[config.mk]
export PLATFORM = sky130hd
export DESIGN_NAME = iscbsquare_flat
export DESIGN_NICKNAME = d
export VERILOG_FILES = /design/src/rtl/iscb_pkg.sv /design/src/rtl/iscbsquare_if.sv /design/src/rtl/iscb_lfsr.sv /design/src/rtl/iscbsquare.sv /design/src/flat_wrapper.sv
export SDC_FILE = /design/constraint.sdc
export NUM_CORES = 1
export LEC_CHECK = 0
export ABC_AREA = 0
export BUFFER_PORTS_ARGS = -buffer_cell sky130_fd_sc_hd__buf_2
export CAP_MARGIN = 15
export CORE_MARGIN = 4
export CORE_UTILIZATION = 45
export CTS_BUF_LIST = sky130_fd_sc_hd__clkbuf_4
export DETAILED_ROUTE_END_ITERATION = 12
export PLACE_DENSITY = 0.63
export SLEW_MARGIN = 0
export SYNTH_ARGS = -nofsm -noshare
export SYNTH_HDL_FRONTEND = slang
export SYNTH_SLANG_ARGS = --single-unit
[constraint.sdc]
create_clock -name clk -period 2 [get_ports clk]
set_input_delay 0.2 -clock clk [delete_from_list [all_inputs] [get_ports clk]]
set_output_delay 0.2 -clock clk [all_outputs]
set_load 0.05 [all_outputs]
[src/rtl/iscb_pkg.sv]
// ---------------------------------------------------------------------------
// iscb_pkg -- shared constants and helpers for the iscb stochastic blocks.
//   LFSR_W            : width of the decorrelation LFSR (8 bits)
//   LFSR_TAPS         : tap mask for x^8+x^6+x^5+x^4+1 (state bits 7,5,4,3)
//   LFSR_SEED_DEFAULT : default nonzero seed
//   lfsr_next()       : one Fibonacci step, shift left, feedback into bit 0
//   seed_fix()        : maps an all-zero seed to 8'h01 (LFSR lock-up guard)
// ---------------------------------------------------------------------------
package iscb_pkg;

    localparam int             LFSR_W            = 8;
    localparam logic [LFSR_W-1:0] LFSR_TAPS      = 8'hB8;
    localparam logic [LFSR_W-1:0] LFSR_SEED_DEFAULT = 8'hA5;

    // Alternating 0101... pattern (bit i = i[0]); the shuffle buffer resets to
    // the low DEPTH bits of this, which is a bipolar-zero stream.
    localparam logic [15:0]    BUF_ALT_PATTERN   = 16'hAAAA;

    function automatic logic [LFSR_W-1:0] lfsr_next(input logic [LFSR_W-1:0] s);
        return {s[LFSR_W-2:0], ^(s & LFSR_TAPS)};
    endfunction

    function automatic logic [LFSR_W-1:0] seed_fix(input logic [LFSR_W-1:0] s);
        return (s == '0) ? 8'h01 : s;
    endfunction

endpackage

[src/rtl/iscbsquare_if.sv]
// ---------------------------------------------------------------------------
// iscbsquare_if -- stream bus of the stochastic squarer.
//   in_vld  : current in bit is a valid stream bit      (master -> slave)
//   in      : input stochastic bit                      (master -> slave)
//   out_vld : out carries a valid squared-stream bit    (slave -> master)
//   out     : output stochastic bit                     (slave -> master)
// ---------------------------------------------------------------------------
interface iscbsquare_if;

    logic in_vld;
    logic in;
    logic out_vld;
    logic out;

    modport master (output in_vld, output in, input out_vld, input out);
    modport slave  (input in_vld, input in, output out_vld, output out);

endinterface

[src/rtl/iscb_lfsr.sv]
// ---------------------------------------------------------------------------
// iscb_lfsr -- 8-bit Fibonacci LFSR, x^8+x^6+x^5+x^4+1, advancing only when
// en is high. Reusable by any iscb block that needs a pseudo-random index.
//   clk   : clock, rising edge
//   rst_n : asynchronous active-low reset, loads seed
//   en    : advance one step this cycle
//   seed  : reset value, must be nonzero (callers pass it through seed_fix)
//   state : current LFSR value (registered)
// ---------------------------------------------------------------------------
module iscb_lfsr
    import iscb_pkg::*;
(
    input  logic              clk,
    input  logic              rst_n,
    input  logic              en,
    input  logic [LFSR_W-1:0] seed,
    output logic [LFSR_W-1:0] state
);

    logic [LFSR_W-1:0] state_q;
    logic [LFSR_W-1:0] state_d;

    assign state_d = en ? lfsr_next(state_q) : state_q;

    always_ff @(posedge clk or negedge rst_n) begin
        if (!rst_n) begin
            state_q <= seed;
        end else begin
            state_q <= state_d;
        end
    end

    assign state = state_q;

endmodule

[src/rtl/iscbsquare.sv]
// ---------------------------------------------------------------------------
// iscbsquare -- stochastic squarer. Each valid input bit is multiplied by a
// bit drawn from a DEPTH-entry shuffle buffer (an older sample of the same
// stream), then written into that same slot. The slot index comes from the
// low bits of an LFSR that steps once per accepted bit, so gaps in in_vld
// only delay the output sequence and never change it.
//   Parameters: DEPTH (2..16, power of 2), BIPOLAR (1 = XNOR, 0 = AND),
//               SEED (LFSR seed, zero is replaced by 8'h01)
//   clk   : clock, rising edge
//   rst_n : asynchronous active-low reset
//   bus   : iscbsquare_if.slave (in_vld, in -> out_vld, out)
// ---------------------------------------------------------------------------
module iscbsquare
    import iscb_pkg::*;
#(
    parameter int                DEPTH   = 4,
    parameter int                BIPOLAR = 1,
    parameter logic [LFSR_W-1:0] SEED    = LFSR_SEED_DEFAULT
)
(
    input  logic         clk,
    input  logic         rst_n,
    iscbsquare_if.slave  bus
);

    localparam int                IDX_W    = $clog2(DEPTH);
    localparam int                CNT_W    = $clog2(DEPTH) + 1;
    localparam logic [LFSR_W-1:0] SEED_EFF = seed_fix(SEED);
    localparam logic [DEPTH-1:0]  BUF_RST  = BUF_ALT_PATTERN[DEPTH-1:0];

    logic [LFSR_W-1:0] lfsr_state;
    logic [IDX_W-1:0]  idx;
    logic              unused_lfsr_bits;

    logic [DEPTH-1:0]  buf_q;
    logic [DEPTH-1:0]  buf_d;
    logic [CNT_W-1:0]  cnt_q;
    logic [CNT_W-1:0]  cnt_d;
    logic              out_q;
    logic              out_d;
    logic              out_vld_q;
    logic              out_vld_d;

    logic              d;
    logic              p;
    logic              warm;

    iscb_lfsr u_lfsr (
        .clk   (clk),
        .rst_n (rst_n),
        .en    (bus.in_vld),
        .seed  (SEED_EFF),
        .state (lfsr_state)
    );

    // Index uses the LFSR value before this cycle's step.
    assign idx              = lfsr_state[IDX_W-1:0];
    assign unused_lfsr_bits = ^lfsr_state[LFSR_W-1:IDX_W];

    // Read-before-write: d is the old slot content, the slot takes in.
    assign d = buf_q[idx];

    genvar gi;
    generate
        for (gi = 0; gi < DEPTH; gi++) begin : g_slot
            assign buf_d[gi] = (bus.in_vld && (idx == IDX_W'(gi))) ? bus.in : buf_q[gi];
        end
    endgenerate

    assign p = (BIPOLAR != 0) ? ~(bus.in ^ d) : (bus.in & d);

    // warm counts the current input, so the DEPTH-th accepted bit is the
    // first one flagged valid at the output.
    assign warm      = (cnt_q >= CNT_W'(DEPTH - 1));
    assign cnt_d     = (bus.in_vld && (cnt_q != CNT_W'(DEPTH))) ? cnt_q + 1'b1 : cnt_q;
    assign out_d     = bus.in_vld ? p : out_q;
    assign out_vld_d = bus.in_vld & warm;

    always_ff @(posedge clk or negedge rst_n) begin
        if (!rst_n) begin
            buf_q     <= BUF_RST;
            cnt_q     <= '0;
            out_q     <= 1'b0;
            out_vld_q <= 1'b0;
        end else begin
            buf_q     <= buf_d;
            cnt_q     <= cnt_d;
            out_q     <= out_d;
            out_vld_q <= out_vld_d;
        end
    end

    assign bus.out     = out_q;
    assign bus.out_vld = out_vld_q;

endmodule
[src/flat_wrapper.sv]
// flat-port wrapper written by rule: the top's interface ports become plain ports
module iscbsquare_flat import iscb_pkg::*;
#(
    parameter int                DEPTH   = 4,
    parameter int                BIPOLAR = 1,
    parameter logic [LFSR_W-1:0] SEED    = LFSR_SEED_DEFAULT
)
  (clk, rst_n, bus_in_vld, bus_in, bus_out_vld, bus_out);
  iscbsquare_if bus_i ();
  input  logic clk;
  input  logic rst_n;
  input wire logic [$bits(bus_i.in_vld)-1:0] bus_in_vld;
  input wire logic [$bits(bus_i.in)-1:0] bus_in;
  output wire logic [$bits(bus_i.out_vld)-1:0] bus_out_vld;
  output wire logic [$bits(bus_i.out)-1:0] bus_out;
  assign bus_i.in_vld = bus_in_vld;
  assign bus_i.in = bus_in;
  assign bus_out_vld = bus_i.out_vld;
  assign bus_out = bus_i.out;
  iscbsquare #(.DEPTH(DEPTH), .BIPOLAR(BIPOLAR), .SEED(SEED)) u_core (.clk(clk), .rst_n(rst_n), .bus(bus_i));
endmodule
Word-level counts from Yosys, hierarchy flattened
Cells that the tools add are included.
Word-level totals
  flip-flop bits (word level): 17
  output and inout port bits: 2
Operators by class
  add/sub/neg operators: 1
  order comparisons: 2
  equality and inequality tests: 4
  mux-type cells: 2
  bitwise logic cells: 3
  reductions and logical operators: 7
Operators with widths (count)
  8-bit parity: 1
  1-bit logical AND: 5
  2-bit equality test (second input constant): 2
  3-bit by 1-bit adder with 3-bit output (second input constant): 1
  3-bit by 2-bit >= comparator with 1-bit output (second input constant): 1
  2-bit by 3-bit < comparator with 1-bit output (second input constant): 1
  3-bit inequality test (second input constant): 1
  1-bit binary-select mux with 2-bit select: 1
  2-bit by 1-bit equality test with 1-bit output (second input constant): 1
  2-bit logical NOT: 1
  1-bit AND: 1
  1-bit two-way mux: 1
  1-bit inverter: 1
  1-bit XOR: 1

Depth between registers and ports, before layout
  word-level depth: 4
  mapped depth: 5
  gate-level depth less buffers: 5

Worst setup path before layout
No wires, ideal clock.
  path type: flip-flop to flip-flop
  from: register u_core.u_lfsr.state_q[0] (netlist: u_core.u_lfsr.state[0])
  to: register u_core.out_q (netlist: u_core.bus.out)
  data arrival time: 1.429 ns
  setup slack: 0.445 ns
  cell stages (with the launch flop): 4
  path buffers: 0
  clock period less this slack: 1.555 ns
  path through: dfstp_2 mux4_2 xnor2_1 mux2_4
Between the ends
  longest elaborated chain between the ends: 4
RTL lines
  start, declared: RTL line iscb_lfsr.sv:20  | logic [LFSR_W-1:0] state_q;
  start signal, assigned: RTL line iscb_lfsr.sv:29  | state_q <= state_d;
  1-bit binary-select mux with 2-bit select: RTL line iscbsquare.sv:61  | assign d = buf_q[idx];
  1-bit two-way mux (not written as such): RTL line iscbsquare.sv:61
  1-bit XOR: RTL line iscbsquare.sv:70  | assign p = (BIPOLAR != 0) ? ~(bus.in ^ d) : (bus.in & d);
  1-bit inverter: RTL line iscbsquare.sv:70
  end signal, assigned: RTL line iscbsquare.sv:88  | out_q <= out_d;
  end, declared: RTL line iscbsquare.sv:39  | logic out_q;
No other way between the ends. The select of a mux whose other input is x is not followed.
A chain may end at the register's enable or synchronous reset.

Worst setup path in the final report
Ends and elaborated chain as after synthesis.

==> results.ini <==
[sta]
tns_ns=0
finClkSkew_ns=0.005866
fmax_mhz=629.9
finalSetupViolCount=0
finalCriticalPeriod_ns=1.588
slew_viol_final=0
slew_headroom_pct=76.42
period_share_pct=79.38
rsz0062_at_grt=no
whs_ns=0.2095
hold_violations=0
worst_pin_slew_ns=0.3537

[placement]
dpl.hpwl_um=762.1
io_buffers=5
gp_congestion=0.7229

[detailed_routing]
postRouteAntennaNets=0
dr.pass1.iters=1
drtIter0Drc=0
wl_mm=1.038
wire_per_inst_um=12.51
vias_per_cell=5.108
route.detailed.drc=0
num_vias=424

[floorplan]
die_h_um=49.19
num_rows=14
ioPinCount=6
die_area_um2=2419
start_util_pct=48.96
die_w_um=49.19
fp.coreArea_um2=1559

[clock_network]
cts_tree=done
clock-sinks=17
clock_path_buffers=2
post_cts_buffers=0
htreeDepth=1
numCtsBuffers=3
cts_resized=0
insertion_delay_ns=0.29
cts-root-buf=clkbuf_4
clk_pin_slew_ns=0.09

[cells_and_area]
synthToLayoutAreaGrowth_pct=10.49
diodes=0
nNetsFinal=75
drive_above_1_share_pct=37.31
final_core_util_pct=54.09

[pwr]
p_leak_nw=0.3752
peakVddDrop_uv=884.6
p_per_area_nw_per_um2=1613

[logic_synthesis]
synth_compound_area_share_pct=5.246
syn_area_per_cell_um2=13.16
syn_nets=65
syn_inst=58
yosys.area_share.xor_xnor_pct=5.738
synth.area.mux_share_pct=19.67
synth_cell_types=21
synthAdderAreaFrac_pct=4.918
seq_area_frac_synth_pct=56.72
netlist_area_um2=763.2
synth_top_family_by_area=multiplexers
synth-simple-area-share_pct=4.590
yosysWarningCount=0
ys_seq_elements=17

[critical_path]
worstPathMaxFanout=6
cp.required_ns=2.18
cp-start-kind=register
max_stage_delay_ns=0.58
path_cells=mux4_2, xnor2_1, mux2_4
ff2ff_path_depth=3
cp_num_buf_inv=0
cp-end-kind=register
cp.depth=3
critPathArrivalTime_ns=1.77
critPathKind=register to register
critical_path.top_delay_family=multiplexers
crit_slowest_cell=dfstp_2

[status]
status=complete, no violations

[min_path]
hold_class=input port to register
worstHoldPathCells=2

[grt]
overflow=0
grt_pass1_vias=410
grt_pass1_wl_mm=1.856
grt_antenna_before_repair=0
grt_usage_pct=10.30
grt_max_degree=18

[job]
timing.max_cap.violations=0

[cells by family (layout without fill, tap and decap cells)]
| group | Yosys count | count (layout) |
|---|---|---|
| buf+inv | 6 | 15 |
| xor+xnor | 5 | 5 |
| mux | 12 | 12 |
| fa+ha+maj | 3 | 3 |
| flops | 17 | 17 |
| simple gates | 8 | 8 |
| compound gates | 7 | 7 |
[layer usage]
layer | routed length, um | vias up | GRT usage [%] | share of wire, %
met1 | 489 | 198 | 12.79 | 47
li1 | - | 216 | - | -
met3 | 64 | 2 | 5.505 | 6.2
met2 | 475 | 8 | 14.73 | 46
met5 | 0 | - | 0 | 0
met4 | 8 | 0 | 4.265 | 0.77
[power by group]
| group | leakage, nW | internal, W | switching [W] |
|---|---|---|---|
| sequential | 0.194 | 0.000555 | 0.000118 |
| combinational | 0.163 | 0.000270 | 0.000230 |
| clock | 0.0184 | 0.0000911 | 0.0000969 |
[layout by cell type (no fill, tap or decap)]
cell / instances
a211oi_1: 1
a21boi_1: 1
a21oi_1: 1
buf_2: 5
clkbuf_4: 4
dfrtp_1: 11
dfstp_2: 6
dlygate4sd3_1: 1
ha_1: 3
inv_1: 4
inv_2: 1
mux2_1: 3
mux2_2: 7
mux2_4: 1
mux4_2: 1
nand2_1: 2
nand3_1: 1
nor2_1: 3
nor3_1: 1
o21ai_0: 3
o21ai_1: 1
or3_1: 1
xnor2_1: 5
[sequential cells by signal, summed over array words and instances, names as in the netlist]
name	count
u_core.buf_q	4
u_core.bus.out_vld	1
u_core.u_lfsr.state	8
u_core.cnt_q	3
u_core.bus.out	1
[cell type report]
| class | count | area [um^2] |
|---|---|---|
| Clock buffer | 4 | 30.03 |
| Fill cell | 131 | 715.7 |
| Sequential cell | 17 | 432.9 |
| Timing Repair Buffer | 6 | 35.03 |
| Inverter | 5 | 18.77 |
| Multi-Input combinational cell | 35 | 306.5 |
| Tap cell | 16 | 20.02 |
[synth_stat cells]
cell | n | area (um^2)
a211oi_1 | 1 | 7.510
a21boi_1 | 1 | 7.510
a21oi_1 | 1 | 5.000
buf_2 | 1 | 5.000
dfrtp_1 | 11 | 275.3
dfstp_2 | 6 | 157.7
ha_1 | 3 | 37.54
inv_1 | 4 | 15.01
inv_2 | 1 | 3.750
mux2_1 | 3 | 33.78
mux2_2 | 7 | 78.83
mux2_4 | 1 | 15.01
mux4_2 | 1 | 22.52
nand2_1 | 2 | 7.510
nand3_1 | 1 | 5.000
nor2_1 | 3 | 11.26
nor3_1 | 1 | 5.000
o21ai_0 | 3 | 15.01
o21ai_1 | 1 | 5.000
or3_1 | 1 | 6.260
xnor2_1 | 5 | 43.79
[worst paths after layout]
kind                                        start                endpoint  slack, ns
hold reg to reg            u_core.u_lfsr.state[6]  u_core.u_lfsr.state[7]       0.51
setup reg to reg           u_core.u_lfsr.state[0]          u_core.bus.out       0.41
min in group asynchronous                   rst_n         u_core.cnt_q[2]       0.35
setup / recovery           u_core.u_lfsr.state[0]          u_core.bus.out       0.41
hold / removal                             bus_in         u_core.buf_q[3]       0.21
max in group asynchronous                   rst_n  u_core.u_lfsr.state[0]       1.35
[worst register-to-register path, cell delays in order, from the launching register on]
cell and delay, ns:
dfstp_2 0.58, mux4_2 0.51, xnor2_1 0.14, mux2_4 0.25
[through the flow]
stage | cells | power, W | area, um^2 | setup WS, ns
final | 83 | 0.001361 | 843.3 | 0.4123
after global routing | 83 | 0.001479 | 843.3 | 0.3896
after CTS | 83 | 0.001391 | 843.3 | 0.4149
after detailed placement | 78 | 0.001188 | 803.3 | 0.4169
after global placement | 78 | 0.001169 | 803.3 | 0.4352
after floorplan | 58 | 0.001084 | 763.2 | 0.4455
[what timing repair did]
| item | CTS | global route |
|---|---|---|
| endpoints found under the hold margin | 11 | 0 |
| hold buffers | 1 | 0 |
| endpoints found under the setup margin | 0 | 0 |
Note: power is estimated with default switching activity, not from simulation.
